==> src/rtl/cfi_log_queue.sv <==
// rtl/cfi_log_queue.sv - in-order circular queue serialising CFI log records to one checker
package cfi_log_pkg;
    typedef struct packed {
        logic [3:0]  flags;
        logic [31:0] pc;
        logic [31:0] npc;
        logic [31:0] target;
    } cfi_log_t;
endpackage

module cfi_log_queue
    import cfi_log_pkg::*;
#(
    parameter int unsigned NR_COMMIT_PORTS = 2,
    parameter int unsigned DEPTH           = 8,
    parameter int unsigned CNT_W           = 32
) (
    input  logic                             clk_i,
    input  logic                             rst_i,
    input  logic                             en_i,
    input  logic                             flush_i,
    input  cfi_log_t [NR_COMMIT_PORTS-1:0]   log_i,
    input  logic [NR_COMMIT_PORTS-1:0]       cfi_i,
    output cfi_log_t                         log_o,
    output logic                             valid_o,
    input  logic                             ready_i,
    output logic                             stall_o,
    output logic [$clog2(DEPTH):0]           usage_o,
    output logic [CNT_W-1:0]                 drop_cnt_o,
    output logic                             overflow_o
);
    localparam int unsigned PTR_W  = $clog2(DEPTH);
    localparam int unsigned CNT_QW = PTR_W + 1;

    cfi_log_t                    mem [DEPTH];
    logic [PTR_W-1:0]            wr_ptr;
    logic [PTR_W-1:0]            rd_ptr;
    logic [CNT_QW-1:0]           count;
    logic [CNT_QW-1:0]           free;
    logic [CNT_QW-1:0]           n_req;
    logic [CNT_QW-1:0]           n_acc;
    logic [CNT_QW-1:0]           n_drop;
    logic [NR_COMMIT_PORTS-1:0]  accept;
    logic [PTR_W-1:0]            waddr [NR_COMMIT_PORTS];
    logic                        deq;
    logic [CNT_W-1:0]            drop_cnt;
    logic [CNT_W:0]              drop_sum;
    logic                        overflow;

    // Space comes only from registered occupancy; a same-cycle pop never frees a slot.
    assign free = CNT_QW'(DEPTH) - count;

    // Requesters take consecutive slots in port order; the ones past the free space drop.
    always_comb begin
        n_req  = '0;
        n_acc  = '0;
        accept = '0;
        for (int p = 0; p < int'(NR_COMMIT_PORTS); p++) begin
            waddr[p] = wr_ptr + n_req[PTR_W-1:0];
            if (en_i && cfi_i[p]) begin
                if (n_req < free) begin
                    accept[p] = 1'b1;
                    n_acc     = n_acc + CNT_QW'(1);
                end
                n_req = n_req + CNT_QW'(1);
            end
        end
        n_drop = n_req - n_acc;
    end

    assign valid_o    = (count != '0);
    assign deq        = valid_o && ready_i;
    assign log_o      = mem[rd_ptr];
    assign usage_o    = count;
    assign stall_o    = (free < CNT_QW'(NR_COMMIT_PORTS));
    assign drop_cnt_o = drop_cnt;
    assign overflow_o = overflow;
    assign drop_sum   = {1'b0, drop_cnt} + (CNT_W+1)'(n_drop);

    always_ff @(posedge clk_i) begin
        if (rst_i) begin
            wr_ptr   <= '0;
            rd_ptr   <= '0;
            count    <= '0;
            drop_cnt <= '0;
            overflow <= 1'b0;
        end else if (flush_i) begin
            wr_ptr <= '0;
            rd_ptr <= '0;
            count  <= '0;
        end else begin
            wr_ptr <= wr_ptr + n_acc[PTR_W-1:0];
            if (deq) begin
                rd_ptr <= rd_ptr + PTR_W'(1);
            end
            count <= count + n_acc - CNT_QW'(deq);
            if (n_drop != '0) begin
                drop_cnt <= drop_sum[CNT_W] ? '1 : drop_sum[CNT_W-1:0];
                overflow <= 1'b1;
            end
        end
    end

    // Storage carries no reset; stale contents are masked by valid_o.
    always_ff @(posedge clk_i) begin
        if (!rst_i && !flush_i) begin
            for (int p = 0; p < int'(NR_COMMIT_PORTS); p++) begin
                if (accept[p]) begin
                    mem[waddr[p]] <= log_i[p];
                end
            end
        end
    end
endmodule

==> config.mk <==
export PLATFORM = sky130hd
export DESIGN_NAME = cfi_log_queue
export DESIGN_NICKNAME = d
export VERILOG_FILES = /design/src/rtl/cfi_log_queue.sv
export SDC_FILE = /design/constraint.sdc
export NUM_CORES = 1
export LEC_CHECK = 0
export CAP_MARGIN = 15
export CORE_ASPECT_RATIO = 0.6
export CORE_MARGIN = 1
export CORE_UTILIZATION = 60
export DETAILED_ROUTE_END_ITERATION = 12
export GPL_TIMING_DRIVEN = 1
export HOLD_SLACK_MARGIN = 0.05
export PLACE_DENSITY = 0.93
export SYNTH_ARGS = -nofsm -noshare
export SYNTH_HDL_FRONTEND = slang
export SYNTH_SLANG_ARGS = --single-unit
==> constraint.sdc <==
create_clock -name clk_i -period 33.9 [get_ports clk_i]
set_input_delay 8.475 -clock clk_i [delete_from_list [all_inputs] [get_ports clk_i]]
set_output_delay 8.475 -clock clk_i [all_outputs]
set_load 0.05 [all_outputs]
==> results of run 1 <==
[logic make-up (layout without fill, tap and decap cells)]
kind of cell	Yosys count	after routing	share of synthesized area
buffers and inverters	176	547	0.02048
and+or+nand+nor	137	137	0.01653
DFF	846	846	0.5833
other	0	19	0
muxes	1105	1105	0.3591
adders and majority gates	23	23	0.007431
xor gates and xnor gates	26	26	0.005325
AOI/OAI and AO/OA	58	58	0.007870
[registers in the layout (all words and copies together) (netlist names), named ones only]
name / count
drop_cnt_o: 32
mem: 800
overflow_o: 1
rd_ptr: 3
usage_o: 4
wr_ptr: 3
[final cells by class]
class / count / area, sq um
multi-input combinational: 1349 / 17090
tap: 924 / 1156
antenna: 19 / 47.55
sequential: 846 / 24960
timing repair buffer: 382 / 3744
clock inverter: 47 / 381.6
inverter: 23 / 86.33
clock buffer: 95 / 2079
fill: 4095 / 20650
[worst paths after layout]
kind | endpoint | cells past startpoint | slack (ns) | from
min | overflow_o$_SDFFE_PP0P_ | 2 | 0.49 | overflow_o$_SDFFE_PP0P_
max reg2reg | drop_cnt_o[23]$_SDFFE_PP0P_ | 20 | 28.11 | usage_o[0]$_SDFF_PP0_
min reg2reg | overflow_o$_SDFFE_PP0P_ | 2 | 0.49 | overflow_o$_SDFFE_PP0P_
max | log_o[77] | 5 | 20.70 | flip-flop
[Yosys cell counts (all sizes together) (4+ instances only)]
library cell / instances / area [sq um]
and2: 6 / 37.54
a31oi: 4 / 25.02
nor2b: 6 / 37.54
inv: 23 / 86.33
edfxtp: 800 / 24020
nand4: 11 / 68.82
ha: 19 / 237.7
o21ai: 14 / 70.07
a21oi: 26 / 130.1
nor4: 6 / 43.79
mux2i: 5 / 50.05
nand3: 10 / 50.05
fa: 4 / 80.08
clkbuf: 53 / 198.9
a211oi: 4 / 30.03
mux2: 900 / 10800
buf: 100 / 590.6
nand2: 36 / 135.1
nor2: 29 / 108.9
and3: 4 / 25.02
xor2: 19 / 166.4
nor3: 8 / 40.04
and4: 6 / 52.55
mux4: 200 / 4504
dfxtp: 46 / 920.9
xnor2: 7 / 61.31
[critical path, delay by kind of cell, from the launching register on]
family	cells	cell delay [ns]
buffers and inverters	3	2.16
muxes	2	0.92
DFF	1	0.90
[report_power, final]
group | internal [mW] | switching (mW)
Sequential | 1.17 | 0.0148
Combinational | 0.216 | 0.264
Clock | 0.483 | 0.393
[metrics by stage]
stage / cells / instance area, sq um / utilization / hold slack, ns / power [mW]
floorplan: 2371 / 42770 / - / 0.4847 / 1.523
global placement: 3523 / 47010 / 0.6697 / 0.4598 / 1.663
detailed placement: 3523 / 47010 / 0.6697 / 0.4640 / 1.679
CTS: 3665 / 49470 / 0.7048 / 0.4845 / 2.544
global route: 3683 / 49530 / 0.7057 / 0.5302 / 2.609
finish: 3685 / 49540 / 0.7058 / 0.4857 / 2.538
[cell usage in the layout (no fill, tap or decap), types with 6 or more instances in the layout]
cell type	instances
edfxtp_1	800
mux2_2	722
clkdlybuf4s50_1	345
mux4_2	200
mux2_4	178
clkbuf_16	81
dfxtp_1	43
buf_4	36
nand2_1	30
nor2_1	29
a21oi_1	26
inv_1	23
clkinv_1	21
diode_2	19
xor2_1	19
ha_1	19
clkbuf_1	14
clkinv_2	13
nand4_1	11
nand3_1	10
o21ai_4	8
nor3_1	8
xnor2_1	7
and2_1	6
o21ai_0	6
nand2_4	6
nor2b_1	6
and4_1	6
bufinv_16	6
[metal layers]
| layer | wire length [microns] | share of wire | up-vias | GRT usage |
|---|---|---|---|---|
| li1 | - | - | 10240 | - |
| met1 | 41710 | 0.38 | 12560 | 0.3910 |
| met2 | 54560 | 0.50 | 1282 | 0.5033 |
| met3 | 9422 | 0.086 | 214 | 0.06489 |
| met4 | 3243 | 0.030 | 14 | 0.1086 |
| met5 | 95 | 0.00087 | - | 0 |
==> results.ini, run 1 <==
[worst_hold_path]
min_path_type = reg -> reg

[placed_design]
gp_congestion = 0.9082
io_buffers = 345
dp_hpwl_microns = 59880
dp_slack_ns = 20.45

[outcome]
outcome = completed

[route]
num_vias = 24310
drt-wirelength-per-cell_microns = 29.59
wl_microns = 109000
drc = 0
drt_first_pass_iters = 5
viasPerCell = 6.598
drtAntennaViolNets = 0
drt_iter0_markers = 2806

[global_routing]
antenna_found_initial = 25
overflow = 0
grt_max_degree = 66
track_usage = 0.3010
grt_pass1_wl_microns = 162700
grt_pass1_vias = 26150

[timing]
tns_ns = 0
maxSlewHeadroom = 0.1916
final.min_clock_period_ns = 13.20
rsz0062_at_grt = false
setup_ws_ns = 20.70
tightest_slew_ns = 1.213
clock.fmax_mhz = 75.77
hold_viol_final = 0
min_period_over_period = 0.3893
clock_skew_ns = 0.01841
slew_viol_final = 0
setup_viol = 0

[cts]
ctsHoldBuffers = 0
clkTransAtPathRegs_ns = 0.07
cts_setup_buffers = 0
root_buffer = clkbuf_16
cts_sinks = 846
cts_tree = done
clk_path_buf_depth = 3
clock_latency_ns = 0.64
post_cts_resized = 0
htreeDepth = 3
cts_buffers = 78

[logic_synthesis]
synthArstFlopShare = 0
synthFlopType = edfxtp_1
synth-edff-count = 800
synth_area_sq_um = 42770
seq_area_frac_synth = 0.5833
yosysWarningCount = 0
synth-seq-cells = 846
synthCells = 2371
syn_avg_cell_area_sq_um = 18.04
synth_nets = 2601
ys_types = 45

[power]
ir_worst_vdd_mv = 0.04143
p_leak_nw = 16.80
p_per_area_nw_per_um2 = 51.24

[finish]
drive_gt1_frac = 0.4628
synthToLayoutAreaGrowth_pct = 15.84
nets = 2910

[floorplan]
die_h_microns = 208.8
rows = 75
die_area_sq_um = 72380
die_w_microns = 346.7
io_pins = 346
initial_core_util = 0.6093
core-area_sq_um = 70190

[run]
cap_violations = 0

[critical_path]
path_cells = buf_4 > buf_4 > mux4_2 > mux2_2 > clkdlybuf4s50_1
arrival_ns = 4.72
critPathMaxFanout = 41
crit_required_ns = 25.42
slowest_delay_ns = 0.90
path_common_cell = buf_4
end_kind = output port
critical_path_class = reg -> out
crit_path_top_delay_cell = dfxtp_4
start_kind = flip-flop

Note: power is estimated with default switching activity, not from simulation.
==> run 2: changes to the inputs <==
--- a/config.mk
+++ b/config.mk
@@ -8,11 +8,11 @@
 export CAP_MARGIN = 15
 export CORE_ASPECT_RATIO = 0.6
 export CORE_MARGIN = 1
-export CORE_UTILIZATION = 60
+export CORE_UTILIZATION = 59
 export DETAILED_ROUTE_END_ITERATION = 12
 export GPL_TIMING_DRIVEN = 1
 export HOLD_SLACK_MARGIN = 0.05
-export PLACE_DENSITY = 0.93
+export PLACE_DENSITY = 0.92
 export SYNTH_ARGS = -nofsm -noshare
 export SYNTH_HDL_FRONTEND = slang
 export SYNTH_SLANG_ARGS = --single-unit
==> constraint.sdc (replaced) <==
create_clock -name clk_i -period 13.1 [get_ports clk_i]
set_input_delay 3.275 -clock clk_i [delete_from_list [all_inputs] [get_ports clk_i]]
set_output_delay 3.275 -clock clk_i [all_outputs]
set_load 0.05 [all_outputs]
==> results.ini, run 2 (same netlist as run 1, synthesis figures left out) <==
[timing]
rsz0062_at_grt = false
maxSlewHeadroom = 0.2136  ; +0.02207
hold_viol_final = 0  ; unchanged
clock.fmax_mhz = 126.8
slew_viol_final = 0  ; unchanged
min_period_over_period = 0.6023
setup_viol = 0  ; unchanged
tns_ns = 0  ; unchanged
clock_skew_ns = 0.02681  ; +0.008405 ns
final.min_clock_period_ns = 7.890
tightest_slew_ns = 1.180  ; -0.03310 ns

[placed_design]
gp_congestion = 0.8645  ; -4.8%
placed_cell_area_sq_um = 47060  ; +0.11%
dp.cells = 3569  ; +1.3%
dp_hpwl_microns = 58610  ; -2.1%
io_buffers = 345  ; unchanged

[route]
drt_first_pass_iters = 7  ; +2
drtAntennaViolNets = 0  ; unchanged
wl_microns = 105400  ; -3.3%
num_vias = 23980  ; -1.4%
viasPerCell = 6.438  ; -2.4%
drt_iter0_markers = 2534  ; -9.7%
drt-wirelength-per-cell_microns = 28.30  ; -4.3%
drc = 0  ; unchanged

[cts]
cts_setup_buffers = 0  ; unchanged
clkTransAtPathRegs_ns = 0.07  ; about the same
root_buffer = clkbuf_16
cts_tree = done
clock_latency_ns = 0.63  ; about the same
htreeDepth = 3  ; unchanged
ctsHoldBuffers = 0  ; unchanged
cts_sinks = 846  ; unchanged
post_cts_resized = 0  ; unchanged
cts_buffers = 79  ; +1.3%
clk_path_buf_depth = 3  ; unchanged

[global_routing]
grt_pass1_vias = 25140  ; -3.9%
overflow = 0  ; unchanged
track_usage = 0.2879  ; -0.01314
antenna_found_initial = 25  ; unchanged
grt_pass1_wl_microns = 158600  ; -2.5%
grt_max_degree = 141  ; +110%

[finish]
largest_register_ffs = 800  ; unchanged
drive_gt1_frac = 0.4622  ; -0.0006437
synthToLayoutAreaGrowth_pct = 16.02
fin_cells = 3725  ; +1.1%
mostFrequentLayoutCell = edfxtp_1
fillers = 4385  ; +7.1%
fin_area_sq_um = 49620  ; +0.15%
utilization = 0.6920  ; -0.01376
final_cell_mix = edfxtp_1, mux2_2, clkdlybuf4s50_1
nets = 2905  ; -0.17%

[power]
ir_worst_vdd_mv = 0.1242  ; +200%
p_per_area_nw_per_um2 = 132.9  ; +160%
p_leak_nw = 16.79  ; about the same

[floorplan]
die_area_sq_um = 73600  ; +1.7%
io_pins = 346  ; unchanged
rows = 76  ; +1.3%
initial_core_util = 0.5965  ; -0.01280
core-area_sq_um = 71700  ; +2.1%
die_w_microns = 349.6  ; +0.84%
die_h_microns = 210.5  ; +0.84%

[critical_path]
start_kind = input port
critPathMaxFanout = 23  ; -44%
crit_path_top_delay_cell = nor4_2
worst-path-buf-inv = 5  ; +2
arrival_ns = 8.41  ; +3.69 ns
r2r_slack_ns = 7.38  ; -20.73 ns
critical_path_class = in -> reg
cp_top_family = simple AND/OR/NAND/NOR gates
slowest_delay_ns = 0.75  ; -0.15 ns
path_cells = clkdlybuf4s50_1 > nand2_1 > nand2_1 > and3b_4 > inv_1 > ha_1 > nand2_1 > o21a_1 > inv_1 > ha_1 > inv_1 > fa_1 > inv_1 > fa_1 > nand2b_1 > a21o_1 > nor4_2 > nand2_1 > o21ai_0
crit_required_ns = 13.62  ; -11.80 ns
end_kind = flip-flop

[outcome]
outcome = completed

[worst_hold_path]
min_path_type = reg -> reg

[run]
cap_violations = 0  ; unchanged

-- run 2: changes by cell type in the layout (fill, tap and decap cells not counted), sizes merged --
cell | previous run | this run
buf | 37 | 31
diode | 19 | 15
clkinv | 35 | 33
inv | 28 | 26
bufinv | 6 | 7
clkbuf | 95 | 96
clkinvlp | 1 | 2
-- run 2: metrics by stage --
| stage | hold WS (ns) | setup slack [ns] | total power, mW |
|---|---|---|---|
| global placement | 0.4607 | 4.857 | 4.306 |
| finish | 0.5200 | 5.210 | 6.594 |
| global route | 0.5680 | 4.982 | 6.785 |
| floorplan | 0.4847 | 1.283 | 3.941 |
| CTS | 0.5173 | 5.413 | 6.617 |
| detailed placement | 0.5066 | 4.788 | 4.343 |
-- run 2: per-layer routing --
layer | wire length, microns | share of wire | GRT usage | vias up
li1 | - | - | - | 10230
met1 | 42140 | 0.40 | 0.3890 | 12540
met2 | 52710 | 0.50 | 0.4738 | 1022
met3 | 8197 | 0.078 | 0.05983 | 176
met4 | 2260 | 0.021 | 0.08530 | 18
met5 | 122 | 0.0012 | 0 | -
-- run 2: final cells by class --
cell class	count	area (sq um)	area share
antenna	15	37.54	0.0007565
clock buffer	96	2105	0.04242
clock inverter	45	411.6	0.008297
inverter	23	86.33	0.001740
multi-input combinational	1349	17090	0.3444
sequential	846	24960	0.5030
tap	975	1220	0.02459
timing repair buffer	376	3711	0.07480
-- run 2: worst min-delay path, stage by stage, from the launching register on --
cell and delay [ns]:
dfxtp_1 0.32, nor2_1 0.10, nor2_1 0.05
-- run 2: worst paths after layout --
kind / startpoint / end / cells after the start
worst max-delay path: en_i / drop_cnt_o[25]$_SDFFE_PP0P_ / 19
worst min-delay path: overflow_o$_SDFFE_PP0P_ / overflow_o$_SDFFE_PP0P_ / 2
worst max register to register: usage_o[0]$_SDFF_PP0_ / drop_cnt_o[25]$_SDFFE_PP0P_ / 20
worst min register to register: overflow_o$_SDFFE_PP0P_ / overflow_o$_SDFFE_PP0P_ / 2
-- run 2: where the power goes --
group,switching (mW),total (mW),internal (mW),leakage [nW]
clock network,1.02,2.30,1.28,1.23
registers,0.0392,3.06,3.02,7.58
logic,0.677,1.23,0.558,7.98
